File: config.mk
export PLATFORM = sky130hd
export DESIGN_NAME = writeback_stage
export DESIGN_NICKNAME = d
export VERILOG_FILES = /design/src/rtl/cpu_pkg.sv /design/src/rtl/writeback_stage.sv
export SDC_FILE = /design/constraint.sdc
export NUM_CORES = 1
export LEC_CHECK = 0
export ABC_AREA = 1
export CORE_ASPECT_RATIO = 0.8
export CORE_UTILIZATION = 39
export DETAILED_ROUTE_END_ITERATION = 10
export PLACE_DENSITY = 0.9
export SLEW_MARGIN = 20
export SYNTH_ARGS = -nofsm -noshare
export SYNTH_HDL_FRONTEND = slang
export SYNTH_SLANG_ARGS = --single-unit
File: constraint.sdc
create_clock -name clk -period 1.5 [get_ports clk]
set_input_delay 0.15 -clock clk [delete_from_list [all_inputs] [get_ports clk]]
set_output_delay 0.15 -clock clk [all_outputs]
set_load 0.02 [all_outputs]
File: src/rtl/cpu_pkg.sv
// Shared CPU definitions: datapath widths, special register indices and
// the writeback stage state encoding.
package cpu_pkg;

    localparam int DATA_W = 16;
    localparam int IDX_W  = 4;

    localparam logic [IDX_W-1:0] IDX_NONE = 4'd0;
    localparam logic [IDX_W-1:0] REG_IH   = 4'd8;
    localparam logic [IDX_W-1:0] REG_SP   = 4'd9;
    localparam logic [IDX_W-1:0] REG_RA   = 4'd10;

    typedef enum logic [1:0] {
        WB_IDLE     = 2'd0,
        WB_WAIT_MEM = 2'd1,
        WB_COMMIT   = 2'd2
    } wb_state_t;

endpackage

File: src/rtl/writeback_stage.sv
// Final CPU pipeline stage: retires one instruction per beat into the register
// file, stalling on loads until the memory controller returns data.
//
// state       | meaning
// ------------+---------------------------------------------------------
// WB_IDLE     | nothing retiring; write outputs idle
// WB_WAIT_MEM | load accepted, waiting for memDataValid; inReady low
// WB_COMMIT   | write/T outputs valid for this single cycle
module writeback_stage
    import cpu_pkg::*;
(
    input  logic              clk,
    input  logic              rst,
    input  logic              inValid,
    output logic              inReady,
    input  logic              inRegWrite,
    input  logic [IDX_W-1:0]  inDest,
    input  logic              inMemRead,
    input  logic [DATA_W-1:0] inAluResult,
    input  logic              inTWrite,
    input  logic              inTValue,
    input  logic              flush,
    input  logic [DATA_W-1:0] memData,
    input  logic              memDataValid,
    output logic [IDX_W-1:0]  writeIndex,
    output logic [DATA_W-1:0] dataToWrite,
    output logic              tWriteEnable,
    output logic              tToWrite,
    output logic              fwdValid,
    output logic [IDX_W-1:0]  fwdIndex,
    output logic [DATA_W-1:0] fwdData,
    output logic              busy
);

    wb_state_t        state;
    logic [IDX_W-1:0] pendDest;
    logic             pendTWrite;
    logic             pendTValue;
    logic             accept;

    assign inReady = (state != WB_WAIT_MEM);
    assign accept  = inValid & inReady & ~flush;

    // Forwarding tap and busy decode purely from registered state, so they
    // carry no combinational path from the inputs.
    assign fwdValid = (state == WB_COMMIT) && (writeIndex != IDX_NONE);
    assign fwdIndex = writeIndex;
    assign fwdData  = dataToWrite;
    assign busy     = (state == WB_WAIT_MEM);

    always_ff @(posedge clk or negedge rst) begin
        if (!rst) begin
            state        <= WB_IDLE;
            pendDest     <= IDX_NONE;
            pendTWrite   <= 1'b0;
            pendTValue   <= 1'b0;
            writeIndex   <= IDX_NONE;
            dataToWrite  <= '0;
            tWriteEnable <= 1'b1;
            tToWrite     <= 1'b0;
        end else begin
            case (state)
                WB_WAIT_MEM: begin
                    if (flush) begin
                        state <= WB_IDLE;
                    end else if (memDataValid) begin
                        state        <= WB_COMMIT;
                        writeIndex   <= pendDest;
                        dataToWrite  <= memData;
                        tWriteEnable <= ~pendTWrite;
                        tToWrite     <= pendTValue;
                    end
                end
                default: begin
                    if (accept && inMemRead) begin
                        // regWrite is folded into the latched destination.
                        state        <= WB_WAIT_MEM;
                        pendDest     <= inRegWrite ? inDest : IDX_NONE;
                        pendTWrite   <= inTWrite;
                        pendTValue   <= inTValue;
                        writeIndex   <= IDX_NONE;
                        tWriteEnable <= 1'b1;
                    end else if (accept) begin
                        state        <= WB_COMMIT;
                        writeIndex   <= inRegWrite ? inDest : IDX_NONE;
                        dataToWrite  <= inAluResult;
                        tWriteEnable <= ~inTWrite;
                        tToWrite     <= inTValue;
                    end else begin
                        state        <= WB_IDLE;
                        writeIndex   <= IDX_NONE;
                        tWriteEnable <= 1'b1;
                    end
                end
            endcase
        end
    end

endmodule

==> flow_summary_export.csv, run 1 <==
group,metric,value,unit
grt,track_usage,19.7,%
synthesis,synth.distinct_cells,20,
grt,grt.overflow.total,0,
sta,fin_crit,1430,ps
sta,fin_skew,2.93,ps
sta,setup_viol,0,
synthesis,netlist_top_cells_area,"dfrtp_1 (43%), nand2_1 (23%), buf_4 (9.3%)",
sta,relSlewSlack,74.7,%
power,combPwrFrac,39.0,%
synthesis,yosysTopAreaCell,"dfrtp_1",
synthesis,ys_ff_latch,30,
worst_setup_path,worstSetupStartpointType,"flip-flop",
synthesis,synth_top_area_share,42.9,%
synthesis,syn_nets,270,
grt,antenna_found_initial,0,
sta,layout_setup_ws,66.2,ps
power,power_density,1110,nW/um2
power,irDropWorstVdd,453,uV
worst_setup_path,critical_path.top_delay_family,"buffers and inverters",
clock_network,cts_max_path_buffers,2,
worst_setup_path,cp.arrival,1280,ps
sta,hold_violations,0,
placement,gp_congestion,0.842,
synthesis,seq_area_frac_synth,44.5,%
clock_network,cts_root_buffer,"clkbuf_8",
synthesis,synthMuxAreaShare,0,%
power,swShare,32.8,%
finish,area_delta_synth_final,59.1,%
clock_network,cts_tree,"yes",
worst_setup_path,crit_slowest_cell,"clkdlybuf4s50_1",
sta,setup-tns-final,0,ps
sta,finalCritPeriodShare,95.6,%
power,power_frac_seq,35.5,%
worst_setup_path,worst-path-buf-inv,1,
synthesis,synth_top_family_by_area,"simple AND/OR/NAND/NOR gates",
clock_network,clk_latency,280,ps
worst_setup_path,cp.required,1350,ps
grt,first_global_vias,1502,
synthesis,synth_compound_area_share,5.84,%
finish,fin_cells,364,
placement,port_buffers,89,
sta,drv_slew,0,
floorplan,coreArea,4180,um2
routing,firstDrtPassIters,4,
finish,diodes,0,
placement,place_ws,41.3,ps
synthesis,syn_area,1690,um2
clock_network,ctsHoldBuffers,0,
power,cellLeakagePower,1.43,nW
worst_setup_path,cp_cell_sequence,"clkdlybuf4s50_1",
floorplan,start_util,40.5,%
sta,rsz0062_at_grt,"no",
placement,dp_hpwl,3360,um
finish,nets,351,
routing,wire_per_inst,11.9,um
worst_setup_path,cp_slowest_stage_delay,620,ps
sta,tightest_slew,380,ps
routing,wl,4340,um
clock_network,cts_setup_buffers,0,
clock_network,clk_pin_slew,60,ps
floorplan,rows,21,
grt,grt_max_degree,31,
synthesis,synth_xor_area_share,0,%
worst_setup_path,end_kind,"output pin",
routing,postRouteAntennaNets,0,
synthesis,synthSimpleGateAreaFrac,35.4,%
routing,vias_per_cell,4.63,
synthesis,synth-warning-count,0,
sta,fmax,697,MHz
floorplan,dieArea,4610,um2
synthesis,syn_area_per_cell,7.52,um2
run,max_cap_violations,0,
synthesis,syn_inst,225,
routing,first_iter_violations,62,
clock_network,cts_buffers,5,
synthesis,synth_adder_area_share,0,%
clock_network,cts_sinks,30,
power,clkPwrFrac,25.5,%
outcome,status,"finished clean",
clock_network,htreeDepth,2,
worst_setup_path,crit_fanout,3,
routing,vias,1685,
power,net-switching-power,0.000976,W
floorplan,die_x,75.6,um
routing,drc,0,
worst_hold_path,hp-class,"input pin to asynchronous set/reset pin",
finish,drive_gt1_share,9.45,%
placement,dp_cells,356,
power,internal_power,0.00200,W
worst_setup_path,path_class,"flip-flop to output pin",
floorplan,ios,90,
grt,grt_first_pass_wirelength,6590,um
floorplan,die_h,60.9,um
## routing by layer
metal | track usage, % | vias to the layer above | share of wire (%)
met3 | 7.14 | 4 | 7.9
li1 | - | 856 | -
met5 | 0 | - | 0
met2 | 33.3 | 74 | 46
met4 | 4.50 | 0 | 0.53
met1 | 24.3 | 751 | 45
## worst paths after layout
check	from	to	slack (ps)	cells past startpoint
min in group clk	inTWrite	pendTWrite	440	3
worst max-delay path	dataToWrite[15]	fwdData[15]	70	1
worst min-delay path	rst	dataToWrite[14]	260	2
worst max register to register	state[0]	dataToWrite[15]	130	6
worst min register to register	pendDest[2]	pendDest[2]	500	2
max in group asynchronous	rst	tWriteEnable	920	2
## cell usage in the layout, fill, tap and decap left out
master           netlist  routed
inv_4                  1       1
o21ai_0               13      13
a211oi_1               1       1
a21oi_1                4       4
nand3_4                2       2
nand3_1               18      18
dfrtp_1               29      29
buf_4                 21      12
nor2_4                 1       2
dlygate4sd2_1          0       6
nor2_1                 6       6
nand2_1              103     103
nand4_1                4       4
clkdlybuf4s50_1        0      76
inv_1                 10      10
dlymetal6s2s_1         0       7
dfstp_2                1       1
nand2_4                2       2
buf_12                 0       1
clkbuf_8               0       8
o22ai_1                1       1
## what timing repair did
action | in CTS | in global routing
gates resized for setup | 6 | 8
endpoints found under the hold margin | 0 | 0
endpoints found under the setup margin | 6 | 13
pin swaps | 0 | 0
## state kept, by name, indices dropped and copies added (netlist names)
| register | flops |
|---|---|
| pendTWrite | 1 |
| tWriteEnable | 1 |
| pendTValue | 1 |
| tToWrite | 1 |
| pendDest | 4 |
| dataToWrite | 16 |
| fwdIndex | 4 |
| state | 2 |
## Yosys cell counts
library cell,number
a211oi_1,1
buf_2,5
inv_1,10
nand2_1,103
nand2_4,2
o21ai_0,13
inv_4,1
dfstp_2,1
a21oi_1,4
nor2_2,1
buf_4,21
nor2_4,1
nor2_1,6
nand4_1,4
nand3_1,18
dfrtp_1,29
o22ai_1,1
clkbuf_1,1
buf_6,1
nand3_4,2
## power groups by stage
stage                     logic [W]  clock network (W)  registers (W)
after detailed placement    0.00118                  0        0.00107
after floorplan            0.000530                  0        0.00120
after global placement      0.00116                  0        0.00107
final                       0.00116           0.000760        0.00106
after CTS                   0.00117           0.000771        0.00106
after global routing        0.00126           0.000810        0.00108
## cells by family after synthesis
group,count (synthesis)
compound gates,19
buf+inv,39
flops,30
simple gates,137
## final cells by class
cell class,count,area [um2]
inverters,11,43.8
fillers,342,1490
repair buffers,102,1010
multi-input cells,156,703
well taps,57,71.3
flip-flops and latches,30,752
clock buffers,8,110
## through the flow
step	util (%)	power, W	instance area, um2	hold WS (ps)
3_5_place_dp	61.4	0.00225	2570	482
2_1_floorplan	-	0.00173	1690	-146
6_report	64.4	0.00298	2690	262
4_1_cts	63.9	0.00300	2670	275
3_3_place_gp	61.4	0.00222	2570	482
5_1_grt	64.4	0.00315	2690	286
(Power assumes the default switching activity.)
==> run 2: changes to the inputs <==
--- a/config.mk
+++ b/config.mk
@@ -6,7 +6,7 @@
 export NUM_CORES = 1
 export LEC_CHECK = 0
 export ABC_AREA = 1
-export CORE_ASPECT_RATIO = 0.8
+export CORE_ASPECT_RATIO = 1.25
 export CORE_UTILIZATION = 39
 export DETAILED_ROUTE_END_ITERATION = 10
 export PLACE_DENSITY = 0.9
==> run 2 against run 1 <==
Effect of this change:
- final area is 2.0% lower
- routed wire length rose by 3.8%
- utilization fell by 0.55 points
- total power shrank 5.3%
- non-clock buffer count is the same
- worst hold slack about the same
- setup slack improved by 9.1 ps
- first-iteration DRC count up 16%
- fmax up 0.64%
==> flow_summary_export.csv, run 2 (same netlist as run 1, synthesis figures left out) <==
group,metric,value,unit
clock_network,cts_tree,"yes",
worst_setup_path,crit_slowest_cell,"clkdlybuf4s50_1",
placement,gp_congestion,0.821,
floorplan,die_x,60.9,um
clock_network,ctsHoldBuffers,0,
finish,largest_reg_flops,16,
sta,relSlewSlack,74.8,%
sta,setup-tns-final,0,ps
power,cellLeakagePower,1.40,nW
worst_setup_path,cp.arrival,1270,ps
finish,final_cell_mix,"nand2_1 (103), clkdlybuf4s50_1 (77), dfrtp_1 (29)",
routing,wl,4510,um
grt,grt.overflow.total,0,
placement,port_buffers,89,
worst_setup_path,worst-path-buf-inv,1,
routing,firstDrtPassIters,4,
sta,fmax,702,MHz
routing,vias,1722,
worst_setup_path,cp_slowest_stage_delay,620,ps
finish,top_register,"dataToWrite",
power,total_power,0.00282,W
worst_setup_path,cp_cell_sequence,"clkdlybuf4s50_1",
floorplan,die_h,75.6,um
sta,finalCritPeriodShare,95.0,%
finish,diodes,0,
clock_network,cts_setup_buffers,0,
sta,drv_slew,0,
worst_setup_path,path_class,"flip-flop to output pin",
routing,wire_per_inst,12.5,um
floorplan,rows,26,
grt,first_global_vias,1666,
sta,fin_crit,1420,ps
clock_network,clk_latency,280,ps
clock_network,clk_pin_slew,60,ps
worst_hold_path,hp-class,"input pin to asynchronous set/reset pin",
grt,grt_first_pass_wirelength,6950,um
sta,fin_skew,5.55,ps
grt,grt_max_degree,31,
worst_setup_path,critical_path.top_delay_family,"buffers and inverters",
worst_setup_path,end_kind,"output pin",
clock_network,cts_root_buffer,"clkbuf_8",
power,power_density,1070,nW/um2
finish,final_common_cell,"nand2_1",
placement,dp_hpwl,3440,um
worst_setup_path,crit_fanout,3,
sta,setup_viol,0,
finish,nFillCells,364,
clock_network,htreeDepth,2,
sta,hold_violations,0,
worst_setup_path,cp.required,1350,ps
finish,fin_cells,362,
routing,first_iter_violations,72,
routing,postRouteAntennaNets,0,
clock_network,cts_sinks,30,
outcome,status,"finished clean",
run,max_cap_violations,0,
finish,area_delta_synth_final,56.0,%
grt,antenna_found_initial,0,
placement,dp_cells,355,
floorplan,dieArea,4610,um2
routing,vias_per_cell,4.76,
finish,design_area,2640,um2
sta,tightest_slew,378,ps
floorplan,start_util,40.9,%
routing,drc,0,
sta,rsz0062_at_grt,"no",
power,irDropWorstVdd,665,uV
finish,nets,351,
grt,track_usage,20.5,%
finish,drive_gt1_share,9.15,%
floorplan,ios,90,
clock_network,cts_buffers,5,
placement,postPlaceCellArea,2550,um2
floorplan,coreArea,4130,um2
worst_setup_path,worstSetupStartpointType,"flip-flop",
clock_network,cts_max_path_buffers,2,
[run 2: report_power, final]
group          switching, W  internal (W)
Sequential         0.000100      0.000954
Combinational      0.000584      0.000582
Clock              0.000288      0.000310
[run 2: timing repair]
item	CTS	global route
setup endpoints to repair	7	6
resized for setup	6	6
cloned	0	0
[run 2: cell type report]
type / instances / area (um2) / area share [%]
timing repair buffer: 102 / 996 / 37.7
sequential: 30 / 752 / 28.5
multi-input combinational: 156 / 698 / 26.5
tap: 56 / 70.1 / 2.66
clock buffer: 5 / 68.8 / 2.61
inverter: 11 / 43.8 / 1.66
clock inverter: 2 / 10.0 / 0.379
[run 2: layer usage]
layer	share of wire (%)	wire length, um	up-vias	GRT usage [%]
li1	-	-	851	-
met1	37	1670	797	19.8
met2	56	2530	65	40.4
met3	4.8	217	9	4.92
met4	2.0	91	0	8.33
met5	0	0	-	0
[run 2: metrics by stage]
stage	util [%]	worst slack (ps)	hold WS, ps
global route	63.9	18.1	299
CTS	63.5	-0.229	272
global placement	61.8	121	485
detailed placement	61.8	70.3	485
floorplan	-	227	-146
finish	63.9	75.3	262
[run 2: worst paths after layout]
| check | from | end | slack, ps | cells after the start |
|---|---|---|---|---|
| setup / recovery | dataToWrite[2] | dataToWrite[2] | 80 | 1 |
| hold / removal | rst | dataToWrite[5] | 260 | 2 |
| setup reg to reg | state[0] | pendDest[0] | 160 | 6 |
| hold reg to reg | tWriteEnable | tWriteEnable | 500 | 2 |
| max in group asynchronous | rst | tWriteEnable | 920 | 2 |
| min in group clk | inTWrite | pendTWrite | 450 | 3 |
==> run 3: changes to the inputs <==
--- a/config.mk
+++ b/config.mk
@@ -7,9 +7,10 @@
 export LEC_CHECK = 0
 export ABC_AREA = 1
 export CORE_ASPECT_RATIO = 1.25
-export CORE_UTILIZATION = 39
+export CORE_UTILIZATION = 60
 export DETAILED_ROUTE_END_ITERATION = 10
-export PLACE_DENSITY = 0.9
+export DONT_BUFFER_PORTS = 1
+export PLACE_DENSITY = 0.86
 export SLEW_MARGIN = 20
 export SYNTH_ARGS = -nofsm -noshare
 export SYNTH_HDL_FRONTEND = slang
==> run 3 against run 2 <==
Effect of this change:
- critical path depth is 2 higher
- critical endpoint is now fwdValid
- critical path type unchanged
- total power down 23%
- clock-buffer cell count grew 2
- first-iteration DRC count shrank 51%
- sequential share of layout area up 15 points
- largest power group is now sequential cells
==> flow_summary_export.csv, run 3 (same netlist as run 1, synthesis figures left out) <==
group,metric,value,unit
floorplan,start_util,63.1,%
routing,drc,0,
sta,hold_violations,0,
grt,grt_first_pass_wirelength,5230,um
power,power_frac_seq,60.9,%
finish,nFillCells,252,
routing,postRouteAntennaNets,0,
worst_setup_path,cp_cell_sequence,"nor2_1 > a211oi_1 > buf_4",
run,max_cap_violations,0,
finish,drive_gt1_share,11.4,%
worst_setup_path,cp.arrival,1230,ps
finish,diodes,0,
power,irDropWorstVdd,961,uV
worst_setup_path,worstReg2RegEnd,"dataToWrite[3]",
worst_setup_path,reg2regPathDepth,7,
sta,fin_crit,1380,ps
worst_setup_path,end_kind,"output pin",
grt,grt.overflow.total,0,
grt,track_usage,23.4,%
grt,met1_usage,26.4,%
sta,setup_viol,0,
finish,nets,264,
placement,gp_congestion,0.758,
finish,final_cell_mix,"nand2_1 (103), dfrtp_1 (29), nand3_1 (18)",
sta,finalCritPeriodShare,92.0,%
worst_hold_path,hp-class,"input pin to flip-flop",
grt,grt_use_met3,9.14,%
clock_network,cts_setup_buffers,0,
finish,final_common_cell,"nand2_1",
power,swShare,39.9,%
floorplan,die_h,61.4,um
clock_network,cts_root_buffer,"clkbuf_4",
worst_setup_path,worstSetupStartpointType,"flip-flop",
routing,wl,3240,um
worst_hold_path,hold_depth,4,
routing,first_iter_violations,35,
clock_network,cts_buffers,5,
routing,firstDrtPassIters,4,
finish,area_delta_synth_final,3.25,%
floorplan,die_x,49.5,um
worst_setup_path,regToRegStartpoint,"state[1]",
grt,first_global_vias,1214,
routing,vias,1352,
sta,tightest_slew,418,ps
grt,met2_usage,40.9,%
finish,largest_reg_flops,16,
clock_network,cts_sinks,30,
worst_setup_path,cp_slowest_stage_delay,360,ps
grt,antenna_found_initial,0,
grt,busiest_layer,"met2",
finish,multi_input_area,707,um2
placement,port_buffers,0,
power,power_density,1250,nW/um2
outcome,status,"finished clean",
routing,wire_per_inst,12.8,um
power,clkPwrFrac,22.9,%
floorplan,ios,90,
finish,seq_area,752,um2
power,internal_power,0.00131,W
clock_network,cts_tree,"yes",
sta,fmax,724,MHz
floorplan,dieArea,3040,um2
worst_setup_path,path_class,"flip-flop to output pin",
clock_network,cts_max_path_buffers,2,
finish,top_register,"dataToWrite",
routing,vias_per_cell,5.32,
sta,hold_ws,17.0,ps
sta,setup-tns-final,0,ps
worst_hold_path,min-delay-start,"memData[1]",
sta,relSlewSlack,72.1,%
worst_hold_path,holdPathEnd,"dataToWrite[1]",
sta,layout_setup_ws,119,ps
placement,postPlaceCellArea,1600,um2
worst_setup_path,crit_fanout,2,
floorplan,rows,21,
clock_network,clk_latency,330,ps
clock_network,htreeDepth,2,
floorplan,coreArea,2680,um2
power,cellLeakagePower,0.950,nW
power,combPwrFrac,16.1,%
finish,design_area,1750,um2
placement,dp_hpwl,2310,um
power,net-switching-power,0.000870,W
placement,place_ws,149,ps
grt,grt_max_degree,31,
worst_setup_path,crit_slowest_cell,"dfrtp_1",
worst_setup_path,cp.required,1350,ps
clock_network,clk_pin_slew,90,ps
worst_setup_path,r2r_slack,170,ps
sta,rsz0062_at_grt,"no",
sta,drv_slew,0,
sta,fin_skew,7.34,ps
-- run 3: worst max-delay path by stage --
stage	startpoint	to	slack, ps	cells after the start
after global placement	state[1]	fwdIndex[0]	190	7
after floorplan	fwdIndex[1]	fwdValid	230	2
after global routing	state[1]	dataToWrite[13]	4	7
after CTS	state[1]	busy	60	4
after detailed placement	state[1]	dataToWrite[4]	150	7
final	fwdIndex[1]	fwdValid	120	3
-- run 3: area by class of cell --
type / instances / area share [%]
flip-flops and latches: 30 / 43.1
multi-input cells: 156 / 40.5
repair buffers: 15 / 8.09
clock buffers: 7 / 3.15
inverters: 11 / 2.51
well taps: 34 / 2.44
clock inverters: 1 / 0.287
-- run 3: what timing repair did --
item / CTS / global route
endpoints found under the setup margin: 0 / 11
gates resized for setup: 0 / 2
endpoints found under the hold margin: 34 / 1
hold buffers: 5 / 1
-- run 3: through the flow --
step	utilization, %	total power, W	instances
after floorplan	-	0.00173	225
after global placement	59.9	0.00165	240
after detailed placement	59.9	0.00166	240
after CTS	64.3	0.00220	253
after global routing	65.2	0.00231	254
final	65.2	0.00218	254
-- run 3: power groups by stage --
stage	combinational (W)	clock [W]	sequential, W
after floorplan	0.000530	0	0.00120
after detailed placement	0.000317	0	0.00135
final	0.000352	0.000500	0.00133
after CTS	0.000350	0.000519	0.00133
after global placement	0.000307	0	0.00134
after global routing	0.000403	0.000550	0.00136
-- run 3: worst max-delay path: cells and delay by family, from the launching register on --
family,cells,cell delay (ps)
and+or+nand+nor,1,50
buffers and inverters,1,200
DFF,1,360
AOI/OAI and AO/OA,1,300
-- run 3: per-layer routing --
layer	share of wire, %	vias up
met3	7.3	5
met4	1.3	0
met2	49	57
li1	-	680
met5	0	-
met1	42	610
